## config.mk

```make
export PLATFORM = sky130hd
export DESIGN_NAME = seq_det_arbiter
export DESIGN_NICKNAME = d
export VERILOG_FILES = /design/src/rtl/seq_det_arbiter.sv
export SDC_FILE = /design/constraint.sdc
export NUM_CORES = 1
export LEC_CHECK = 0
export CORE_ASPECT_RATIO = 1.25
export CORE_MARGIN = 2
export CORE_UTILIZATION = 50
export DETAILED_ROUTE_END_ITERATION = 8
export PLACE_DENSITY = 0.82
export SLEW_MARGIN = 20
export SYNTH_ARGS = -nofsm -noshare
export SYNTH_HDL_FRONTEND = slang
export SYNTH_SLANG_ARGS = --single-unit
```

## constraint.sdc

```tcl
create_clock -name clk -period 2.5 [get_ports clk]
set_clock_uncertainty 0.1 [all_clocks]
set_input_delay 0.625 -clock clk [delete_from_list [all_inputs] [get_ports clk]]
set_output_delay 0.625 -clock clk [all_outputs]
set_load 0.005 [all_outputs]
```

## src/rtl/seq_det_arbiter.sv

```systemverilog
// seq_det_arbiter: round-robin share of one overlapping serial
// pattern detector across NCH bit-stream channels.
module seq_det_arbiter #(
  parameter int              NCH       = 4,
  parameter int              PLEN      = 3,
  parameter logic [PLEN-1:0] PATTERN   = 3'b101,
  parameter int              MAX_BURST = 16,
  parameter int              CNT_W     = 8
) (
  input  logic                    clk,
  input  logic                    rst,
  input  logic [NCH-1:0]          req_valid,
  input  logic [NCH-1:0]          req_bit,
  input  logic [NCH-1:0]          req_last,
  output logic [NCH-1:0]          req_ready,
  output logic [NCH-1:0]          grant,
  output logic                    match_valid,
  output logic [$clog2(NCH)-1:0]  match_ch,
  input  logic                    clr_cnt,
  input  logic [$clog2(NCH)-1:0]  rd_ch,
  output logic [CNT_W-1:0]        rd_cnt
);

  localparam int CHW = $clog2(NCH);
  localparam int BW  = $clog2(MAX_BURST + 1);

  typedef enum logic [1:0] {
    IDLE,
    STREAM,
    GAP
  } state_t;

  state_t          r_state;
  logic [CHW-1:0]  r_gidx;
  logic [CHW-1:0]  r_rr;
  logic [NCH-1:0]  r_grant;
  logic [NCH-1:0]  r_ready;
  logic [PLEN-1:0] r_hist;
  logic [BW-1:0]   r_bcnt;
  logic            r_mv;
  logic [CHW-1:0]  r_mch;
  logic [CNT_W-1:0] r_cnt [NCH];

  logic [CHW-1:0]  w_sel;
  logic [CHW-1:0]  w_k;
  logic [NCH-1:0]  w_sel_oh;
  logic            w_any;
  logic [PLEN-1:0] w_hist_nx;
  logic [BW-1:0]   w_bcnt_nx;
  logic            w_acc;
  logic            w_hit;
  logic            w_done;

  // first valid channel at or above rr_ptr, wrapping
  always_comb begin
    int k;
    k     = 0;
    w_k   = '0;
    w_sel = '0;
    w_any = 1'b0;
    for (int i = 0; i < NCH; i++) begin
      k = int'(r_rr) + i;
      if (k >= NCH) k = k - NCH;
      w_k = CHW'(k);
      if (!w_any && req_valid[w_k]) begin
        w_any = 1'b1;
        w_sel = w_k;
      end
    end
    w_sel_oh        = '0;
    w_sel_oh[w_sel] = 1'b1;
  end

  assign w_acc     = (r_state == STREAM) && req_valid[r_gidx];
  assign w_hist_nx = {r_hist[PLEN-2:0], req_bit[r_gidx]};
  assign w_bcnt_nx = r_bcnt + 1'b1;
  assign w_hit     = w_acc && (w_hist_nx == PATTERN) &&
                     (w_bcnt_nx >= BW'(PLEN));
  assign w_done    = w_acc && (req_last[r_gidx] ||
                     (w_bcnt_nx == BW'(MAX_BURST)));

  always_ff @(posedge clk or posedge rst) begin
    if (rst) begin
      r_state <= IDLE;
      r_gidx  <= '0;
      r_rr    <= '0;
      r_grant <= '0;
      r_ready <= '0;
      r_hist  <= '0;
      r_bcnt  <= '0;
      r_mv    <= 1'b0;
      r_mch   <= '0;
    end else begin
      r_mv <= w_hit;
      if (w_hit) r_mch <= r_gidx;
      unique case (r_state)
        IDLE: begin
          if (w_any) begin
            r_state <= STREAM;
            r_gidx  <= w_sel;
            r_grant <= w_sel_oh;
            r_ready <= w_sel_oh;
            r_hist  <= '0;
            r_bcnt  <= '0;
          end
        end
        STREAM: begin
          if (w_acc) begin
            r_hist <= w_hist_nx;
            r_bcnt <= w_bcnt_nx;
            if (w_done) begin
              r_state <= GAP;
              r_grant <= '0;
              r_ready <= '0;
            end
          end
        end
        GAP: begin
          r_rr    <= (int'(r_gidx) == NCH - 1) ? '0 : r_gidx + 1'b1;
          r_state <= IDLE;
        end
        default: r_state <= IDLE;
      endcase
    end
  end

  // counters bump on the pulse cycle so a coincident clear wins
  always_ff @(posedge clk or posedge rst) begin
    if (rst) begin
      for (int i = 0; i < NCH; i++) r_cnt[i] <= '0;
    end else if (clr_cnt) begin
      for (int i = 0; i < NCH; i++) r_cnt[i] <= '0;
    end else if (r_mv && (r_cnt[r_mch] != '1)) begin
      r_cnt[r_mch] <= r_cnt[r_mch] + 1'b1;
    end
  end

  assign req_ready   = r_ready;
  assign grant       = r_grant;
  assign match_valid = r_mv;
  assign match_ch    = r_mch;
  assign rd_cnt      = (int'(rd_ch) < NCH) ? r_cnt[rd_ch] : '0;

endmodule

```

==> impl_results.md, run 1 <==
- Status: finished, final reports clean
- Worst VDD drop: 0.500 mV
- RSZ-0062 raised after global routing: false
- Setup violations, final: 0
- Post-synth top cells: dfrtp_1 (52), nor2_1 (42), mux2i_1 (20), mux4_2 (17)
- CTS tree: yes
- ANT cells: 0
- Gr usage total: between 20% and 30%
- Global-route wire length before repair: 10,900 um
- CP required: 1770 ps
- Flops & latches, synth: 52
- Synth Area in Simple Gates: 14.6%
- Fin cells: about 380
- Starting Density: 52.1%
- Yosys top cell by area: dfrtp_1
- Register area share after synthesis: 42.9%
- Largest family of logic cells by synthesized area: multiplexers
- Peak Freq: 0.408 GHz
- DIE AREA: 0.00671 mm2
- Routability cong.: 0.909
- Synth Area in XOR/XNOR: 2.02%
- Pwr Density: 678 mW/mm2
- Worst Hold Class: register to register
- Final nets: 338
- WL/cell: roughly 17 um
- DP HPWL: about 4700 um
- Fin. Hold Viols: 0
- Slew HR: 69.2%
- CTS clk-pin slew, worst paths: 80 ps
- Antenna violations before repair: 0
- Post-synthesis mux area share: 25.5%
- TritonRoute pass-1 iters: 4
- Clk root buf: clkbuf_8
- Cells after DPL: 372
- Clock sinks: 52
- ANT nets after route: 0
- H-tree depth: 2
- Unique cell type count in the Yosys netlist: 47
- Post-synth EDFFs: 0
- Most common cell in the synthesized netlist: dfrtp_1
- Minimum clock period: roughly 2500 ps
- Syn. warnings: 0
- # DRC: 0
- Ys flop type: dfrtp_1
- Total congestion overflow: 0
- Share of the synthesized area in the top cell type: 42.9%
- DIE WIDTH: 73.7 um
- CTS hold repair buffers: 0
- CP Launch Type: input port
- Adder-cell share of the synthesized area: under 10%
- CP Capture Type: output pin
- Layout cell share with drive strength beyond 1: 23.3%
- Post-Syn Area: 0.00303 mm2
- Async SR Flop Fraction: 100%
- Core area: about 0.0058 mm2
- Via density: 5.96
- Vias in the first global route: 2,320
- Ports: 36
- CTS buffer count: 5
- P_leak: 1.60 nW
- PortBufs: 35
- Die Ht: 91.1 um
- Critical path peak fanout: 3
- Worst EP arrival: between 1500 and 2000 ps
- Slew Viols, Final: 0
- Max-cap violations: 0
- Placed Area: 0.00359 mm2
- Slew at the pin closest to its max-slew limit: approximately 460 ps
- Iter 0 DRT Violations: 270
- Clock Path Buffers: 2
- Fillcell total: 438
- Ranking of synthesized cells by area: dfrtp_1 (43%), mux4_2 (13%), mux2i_1 (6.6%), nor2_1 (5.2%), a211oi_1 (2.7%)
- Vias: 2,284
- Post-Syn Nets: 280
- Power, Total: 2.51 mW
- Design area: 0.00370 mm2
- WL final: 6350 um
- Synthesized area per cell: 11.7 um2
- Worst skew pair latency: roughly 300 ps
- Synth Area in Compound Gates: just under 9%
- Setup CP Type: input port to output pin
- Tcrit/Tclk final: 98.0%
- Area grow syn2layout: 22.1%
- Core Rows: 31
- Post-synthesis instance total: 259
- Largest net degree at the start of global routing: 34
[flip-flops by register name, indices dropped and copies added (netlist names)]
name,count
req_ready,4
match_ch,2
r_state,2
r_bcnt,5
match_valid,1
r_gidx,2
r_rr,2
r_hist,2
r_cnt,32
[final timing paths]
| kind | startpoint | to | slack, ps | cells after the start |
|---|---|---|---|---|
| max in group asynchronous | rst | r_cnt[22] | 1240 | 3 |
| min in group asynchronous | rst | r_rr[0] | 540 | 2 |
| min reg2reg | r_hist[1] | r_hist[1] | 410 | 1 |
| max | rd_ch[0] | rd_cnt[1] | 50 | 5 |
| max reg2reg | match_ch[0] | r_cnt[13] | 140 | 7 |
| min | r_hist[1] | r_hist[1] | 410 | 1 |
[worst max-delay path, stage by stage]
cell and delay (ps):
clkdlybuf4s15_2 190, buf_6 110, buf_4 110, mux4_2 480, clkdlybuf4s15_1 210
[metrics by stage]
step | setup slack, ps | util [%] | TNS [ps] | hold WS (ps)
6_report | 49.0 | 63.6 | 0 | 408
5_1_grt | 14.8 | 63.6 | 0 | 452
4_1_cts | 2.04 | 63.7 | 0 | 405
3_5_place_dp | -490 | 61.8 | -4340 | 383
3_3_place_gp | -461 | 61.8 | -4230 | 375
2_1_floorplan | 34.5 | - | 0 | 358
[cell families (layout without fill, tap and decap cells)]
| group | count (synthesis) | after routing |
|---|---|---|
| AND/OR/NAND/NOR | 86 | 86 |
| flip-flops | 52 | 52 |
| multiplexers | 50 | 50 |
| AO/OA/AOI/OAI | 37 | 37 |
| buffers and inverters | 23 | 81 |
| XOR/XNOR | 7 | 7 |
| adder cells (fa/ha/maj) | 4 | 4 |
[area by class of cell]
cell class	count	area (um2)	area share [%]
timing repair buffer	68	631	17.0
inverter	6	22.5	0.608
multi-input combinational	184	1590	42.9
tap	66	82.6	2.23
clock inverter	1	5.00	0.135
clock buffer	6	72.6	1.96
sequential	52	1300	35.2
[timing repair]
item                                    in CTS  in global routing
pin swaps                                    0                  0
endpoints found under the setup margin       9                 10
buffers inserted                             3                  1
resized for setup                           16                  6
gates cloned                                 0                  0
[routing by layer]
metal / vias up / GRT usage (%) / routed length, um
li1: 1063 / - / -
met3: 10 / 3.22 / 308
met4: 0 / 6.67 / 109
met1: 1123 / 26.9 / 2640
met5: - / 0 / 0
met2: 88 / 34.4 / 3300
[power by group]
| group | internal (mW) | leakage, nW | total [mW] | switching, mW |
|---|---|---|---|---|
| clock | 0.191 | 0.0410 | 0.451 | 0.260 |
| combinational | 0.536 | 0.850 | 0.944 | 0.409 |
| sequential | 0.956 | 0.708 | 1.11 | 0.158 |
| total | 1.68 | 1.60 | 2.51 | 0.826 |
[layout by cell type, fill, tap and decap left out, drive strengths merged, types with 4 or more instances in the layout]
cell type       n
buf            33
nand3           4
dlygate4sd2     4
nor2           42
nand2          11
nor2b           4
a21oi           4
clkbuf          7
and2            4
clkdlybuf4s15   5
mux4           20
mux2           10
mux2i          20
ha              4
a211oi         13
o21ai           8
nand2b          5
dfrtp          52
clkdlybuf4s50  25
inv             6
xnor2           5
Note: power is estimated with default switching activity, not from simulation.
==> inputs of run 2 (changes only) <==
- CORE_MARGIN: 2 -> default
- CTS_CLUSTER_SIZE: default -> 30
- HOLD_SLACK_MARGIN: default -> 0.03
==> run 2 against run 1 <==
Effect of this change: flip-flop and latch count unchanged; clock power grew 29%; clock-buffer cell count is 1 lower; combinational power grew 2%; utilization rose by 0.82 points; final area rose by 1.3%; routed wire length is 13% higher; die area shrank 4.9%; largest power group unchanged; register-to-register slack got worse by 70 ps; worst hold slack got worse by 9.0 ps; non-clock buffer count stayed put.
==> impl_results.md, run 2 (synthesis results as in run 1) <==
- Slew HR: 66.8% (-2.3 points)
- Vias: 2,388 (+4.6%)
- H-tree depth: 2 (unchanged)
- Max-cap violations: 0 (unchanged)
- CP Launch Type: input port
- Largest net degree at the start of global routing: 33 (-2.9%)
- P_leak: 1.64 nW (+2.7%)
- Core area: 0.00582 mm2 (unchanged)
- Met2 Use GR: 41.6% (+7.1 points)
- Minimum clock period: 2440 ps (-10.7 ps)
- # DRC: 0 (unchanged)
- R2r startpoint: match_ch[0]
- Worst EP arrival: 1720 ps (about the same)
- Setup CP Type: input port to output pin
- Clock Path Buffers: 2 (unchanged)
- Clk root buf: clkbuf_8
- Setup violations, final: 0 (unchanged)
- Global-route wire length before repair: 11,100 um (+2.7%)
- Routability cong.: 0.881 (-3.1%)
- Final nets: 341 (+0.89%)
- Peak Freq: 0.410 GHz (+0.44%)
- Power, Total: 2.66 mW (+6.1%)
- CTS buffer count: 5 (unchanged)
- Vias in the first global route: 2,302 (-0.78%)
- CTS clk-pin slew, worst paths: 90 ps (about the same)
- DIE WIDTH: 71.7 um (-2.7%)
- Total congestion overflow: 0 (unchanged)
- Final hold slack: 399 ps (-9.04 ps)
- Worst VDD drop: 0.685 mV (+37%)
- Via density: 6.17 (+3.5%)
- ANT cells: 0 (unchanged)
- Hold_sp: r_hist[1]
- Gr usage total: 22.6% (+2.0 points)
- DIE AREA: 0.00638 mm2 (-4.9%)
- PortBufs: 35 (unchanged)
- CTS tree: yes
- Largest register by flop count: r_cnt
- Die Ht: 89.1 um (-2.2%)
- Worst Hold Class: register to register
- CTS hold repair buffers: 0 (unchanged)
- Post-route setup TNS: 0 ps (unchanged)
- Commonest non-fill, non-tap cell in the layout: dfrtp_1
- RSZ-0062 raised after global routing: false
- CP required: 1770 ps (about the same)
- Tcrit/Tclk final: 97.6% (-0.43 points)
- Core Rows: 31 (unchanged)
- Layout cell share with drive strength beyond 1: 25.2% (+1.9 points)
- ANT nets after route: 0 (unchanged)
- Area grow syn2layout: 23.6%
- Status: finished, final reports clean
- Starting Density: 52.1% (unchanged)
- Iter 0 DRT Violations: 292 (+8.1%)
- Met3 Track Usage GR: 2.93% (-0.29 points)
- Setup crit start: rd_ch[0]
- Antenna violations before repair: 0 (unchanged)
- Most frequent cells in the layout: dfrtp_1 (51), nor2_1 (42), buf_4 (30)
- Critical path peak fanout: 2 (-1)
- Slew Viols, Final: 0 (unchanged)
- WL final: 7160 um (+13%)
- WL/cell: 18.5 um (+12%)
- GR peak layer: met2
- DP HPWL: 4780 um (+1.3%)
- CP Capture Type: output pin
- Ports: 36 (unchanged)
- GR Util met1: 27.3% (+0.48 points)
- TritonRoute pass-1 iters: 4 (unchanged)
- Slew at the pin closest to its max-slew limit: 490 ps (+34.7 ps)
- Fin. Hold Viols: 0 (unchanged)
- Clock sinks: 52 (unchanged)
- Pwr Density: 710 mW/mm2 (+4.8%)
- Worst skew pair latency: 310 ps (about the same)
- Largest register FFs: 32 (unchanged)
-- run 2: cell count changes in the layout (fill, tap and decap cells not counted), sizes merged --
cell and change:
dlygate4sd2 +1, bufinv +1, and4b +2, clkbuf +2, clkinvlp +1, clkdlybuf4s15 -4, and4 +1
-- run 2: through the flow --
step	worst slack (ps)	area, um2	utilization (%)	std cells
2_1_floorplan	34.5	3030	-	259
3_3_place_gp	-459	3590	61.6	371
3_5_place_dp	-486	3590	61.6	371
4_1_cts	9.16	3710	63.8	381
5_1_grt	10.9	3750	64.5	387
6_report	59.7	3750	64.5	387
-- run 2: path summary, 6_finish.rpt --
kind                            cells after the start  slack [ps]           to
worst max-delay path                                4          60    rd_cnt[6]
worst min-delay path                                1         400    r_hist[1]
worst max register to register                      7          70    r_cnt[13]
worst min register to register                      1         400    r_hist[1]
max in group asynchronous                           3        1200  match_ch[0]
min in group asynchronous                           2         550    r_cnt[12]
-- run 2: per-layer routing --
metal | routed length (um) | vias to the layer above
li1 | - | 1076
met1 | 2860 | 1190
met2 | 3790 | 106
met3 | 399 | 16
met4 | 112 | 0
met5 | 0 | -
-- run 2: timing repair --
action	4_1_cts	5_1_grt
pin swaps	0	2
gates resized for setup	18	5
cloned	0	3
buffers inserted	2	3
endpoints found under the setup margin	12	14
-- run 2: where the power goes --
part	internal [mW]	switching [mW]
clock	0.297	0.284
combinational	0.532	0.427
sequential	0.956	0.167
total	1.78	0.878
-- run 2: area by class of cell --
cell class	count	area (um2)
fillers	448	2070
multi-input cells	187	1630
flip-flops and latches	52	1300
repair buffers	68	602
well taps	66	82.6
clock buffers	5	68.8
clock inverters	3	42.5
inverters	6	22.5
-- run 2: critical path: stages --
cell and delay [ps]:
clkdlybuf4s15_2 190, buf_4 120, mux4_2 500, dlygate4sd2_1 280
==> patch (flow settings as in run 1) <==
The 3 states of `state_t` get a one-hot encoding in 3 bits.
--- a/src/rtl/seq_det_arbiter.sv
+++ b/src/rtl/seq_det_arbiter.sv
@@ -26,6 +26,6 @@
 
-  typedef enum logic [1:0] {
-    IDLE,
-    STREAM,
-    GAP
+  typedef enum logic [2:0] {
+    IDLE   = 3'b001,
+    STREAM = 3'b010,
+    GAP    = 3'b100
   } state_t;
Behaviour: no difference found for any inputs over 4 cycles, from zero or initial values and one cycle with rst high; so few cycles prove little.
==> patch against run 1 <==
- the run now ends with negative setup slack left
- routed wire length grew 11%
- count of clock-buffer cells in the layout is the same
- critical path depth grew 3
- via count grew 5.7%
- final area grew 5.6%
- synthesized cell count grew 1.2%
- total power shrank 12%
- fmax shrank 3.1%
- synthesized area shrank 0.29%
- utilization grew 3.6 points
- sequential cell count grew 1
- worst setup slack lost 79 ps
==> patch: results (changes against run 1) <==
Placed design
  – Post-Place Setup Slack: -471 ps (was -490 ps)
  – HPWL Detailed: 4.97 mm (was 4.72 mm)
  – Placer congestion estimate: 0.802 (was 0.909)

Layout
  – Non-clock inverter total of the final layout: 8 (was 6)
  – Fill cell instance count of the final layout: 414 (was 438)
  – Bufs w/o clock: 82 (was 68)
  – Design Area, Final: 3910 µm² (was 3700 µm²)
  – Multi-input gate share of total cell area: 41.0% (was 42.9%)

Timing
  – Setup slack after layout: -30.2 ps (was 49.0 ps)
  – Number of setup violations in the final report: 3 (was 0)
  – Slew at the pin closest to its max-slew limit: 452 ps (was 455 ps)

Synth
  – Synth cell count leaders: 52 x sky130_fd_sc_hd__dfrtp_1, 34 x sky130_fd_sc_hd__nor2_1, 19 x sky130_fd_sc_hd__mux4_2, 19 x sky130_fd_sc_hd__nand2_1, 14 x sky130_fd_sc_hd__a211oi_1 (was 52 x sky130_fd_sc_hd__dfrtp_1, 42 x sky130_fd_sc_hd__nor2_1, 20 x sky130_fd_sc_hd__mux2i_1)
  – Net Count, Synth: 283 (was 280)
  – Top cells by area in the synthesized netlist: sky130_fd_sc_hd__dfrtp_1 43%, sky130_fd_sc_hd__mux4_2 14%, sky130_fd_sc_hd__nor2_1 4.2%, sky130_fd_sc_hd__mux2i_1 4.0%, sky130_fd_sc_hd__a211oi_1 3.5% (was sky130_fd_sc_hd__dfrtp_1 43%, sky130_fd_sc_hd__mux4_2 13%, sky130_fd_sc_hd__mux2i_1 6.6%, sky130_fd_sc_hd__nor2_1 5.2%, sky130_fd_sc_hd__a211oi_1 2.7%)
  – Distinct cell type count after synthesis: 43 (was 47)
  – XOR/XNOR share of the synthesized area: 2.32% (was 2.02%)
  – Fraction of the yosys area taken by sequential cells: 43.9% (was 42.9%)

Worst setup path
  – Worst path top cell family by delay: multiplexers (was buffers and inverters)
  – Top fanout value on the critical path: 6 (was 3)

Global route
  – Global routing met3 resource utilization: 3.33% (was 3.22%)
  – Wire length of the first global-routing pass: 11.4 mm (was 10.9 mm)

Pwr
  – Relative contribution of combinational cells to total power: 28.9% (was 37.6%)
  – Maximum vdd ir drop: 0.460 mV (was 0.500 mV)

Status
  – Result of the run: complete, but fails checks (was complete, no violations)
  – Violations in the final reports: negative setup slack
-- patch: cell count changes after synthesis, moves of 3 or more --
cell / before / now
sky130_fd_sc_hd__nor2b_1: 4 / 1
sky130_fd_sc_hd__o32ai_1: 0 / 3
sky130_fd_sc_hd__nor2_1: 42 / 34
sky130_fd_sc_hd__a211oi_1: 11 / 14
sky130_fd_sc_hd__o21ai_0: 8 / 12
sky130_fd_sc_hd__nand2_1: 11 / 19
sky130_fd_sc_hd__mux2_1: 6 / 0
sky130_fd_sc_hd__o2bb2ai_1: 0 / 4
sky130_fd_sc_hd__mux2i_1: 20 / 12
sky130_fd_sc_hd__a211oi_2: 2 / 7
sky130_fd_sc_hd__mux4_1: 3 / 0
sky130_fd_sc_hd__and3_1: 3 / 0
sky130_fd_sc_hd__nand2b_1: 5 / 8
-- patch: through the flow --
step | std cells | hold WS, ps | util, % | power (mW) | setup TNS (ps)
after detailed placement | 381 | 391 | 63.4 | 1.74 | -6840
after floorplan | 262 | 358 | - | 1.49 | -674
after global routing | 400 | 435 | 67.2 | 2.34 | -2510
after global placement | 381 | 377 | 63.4 | 1.72 | -5470
final | 400 | 414 | 67.2 | 2.20 | -36.9
after CTS | 393 | 419 | 65.6 | 2.22 | -40.8
-- patch: worst paths after layout --
| path | cells after the start | startpoint | end | slack (ps) |
|---|---|---|---|---|
| setup / recovery | 8 | match_ch[0] | r_cnt[4] | -30 |
| hold / removal | 1 | r_hist[1] | r_hist[1] | 410 |
| setup reg to reg | 8 | match_ch[0] | r_cnt[4] | -30 |
| hold reg to reg | 1 | r_hist[1] | r_hist[1] | 410 |
| max in group asynchronous | 3 | rst | r_cnt[15] | 1200 |
| min in group asynchronous | 2 | rst | req_ready[0] | 450 |
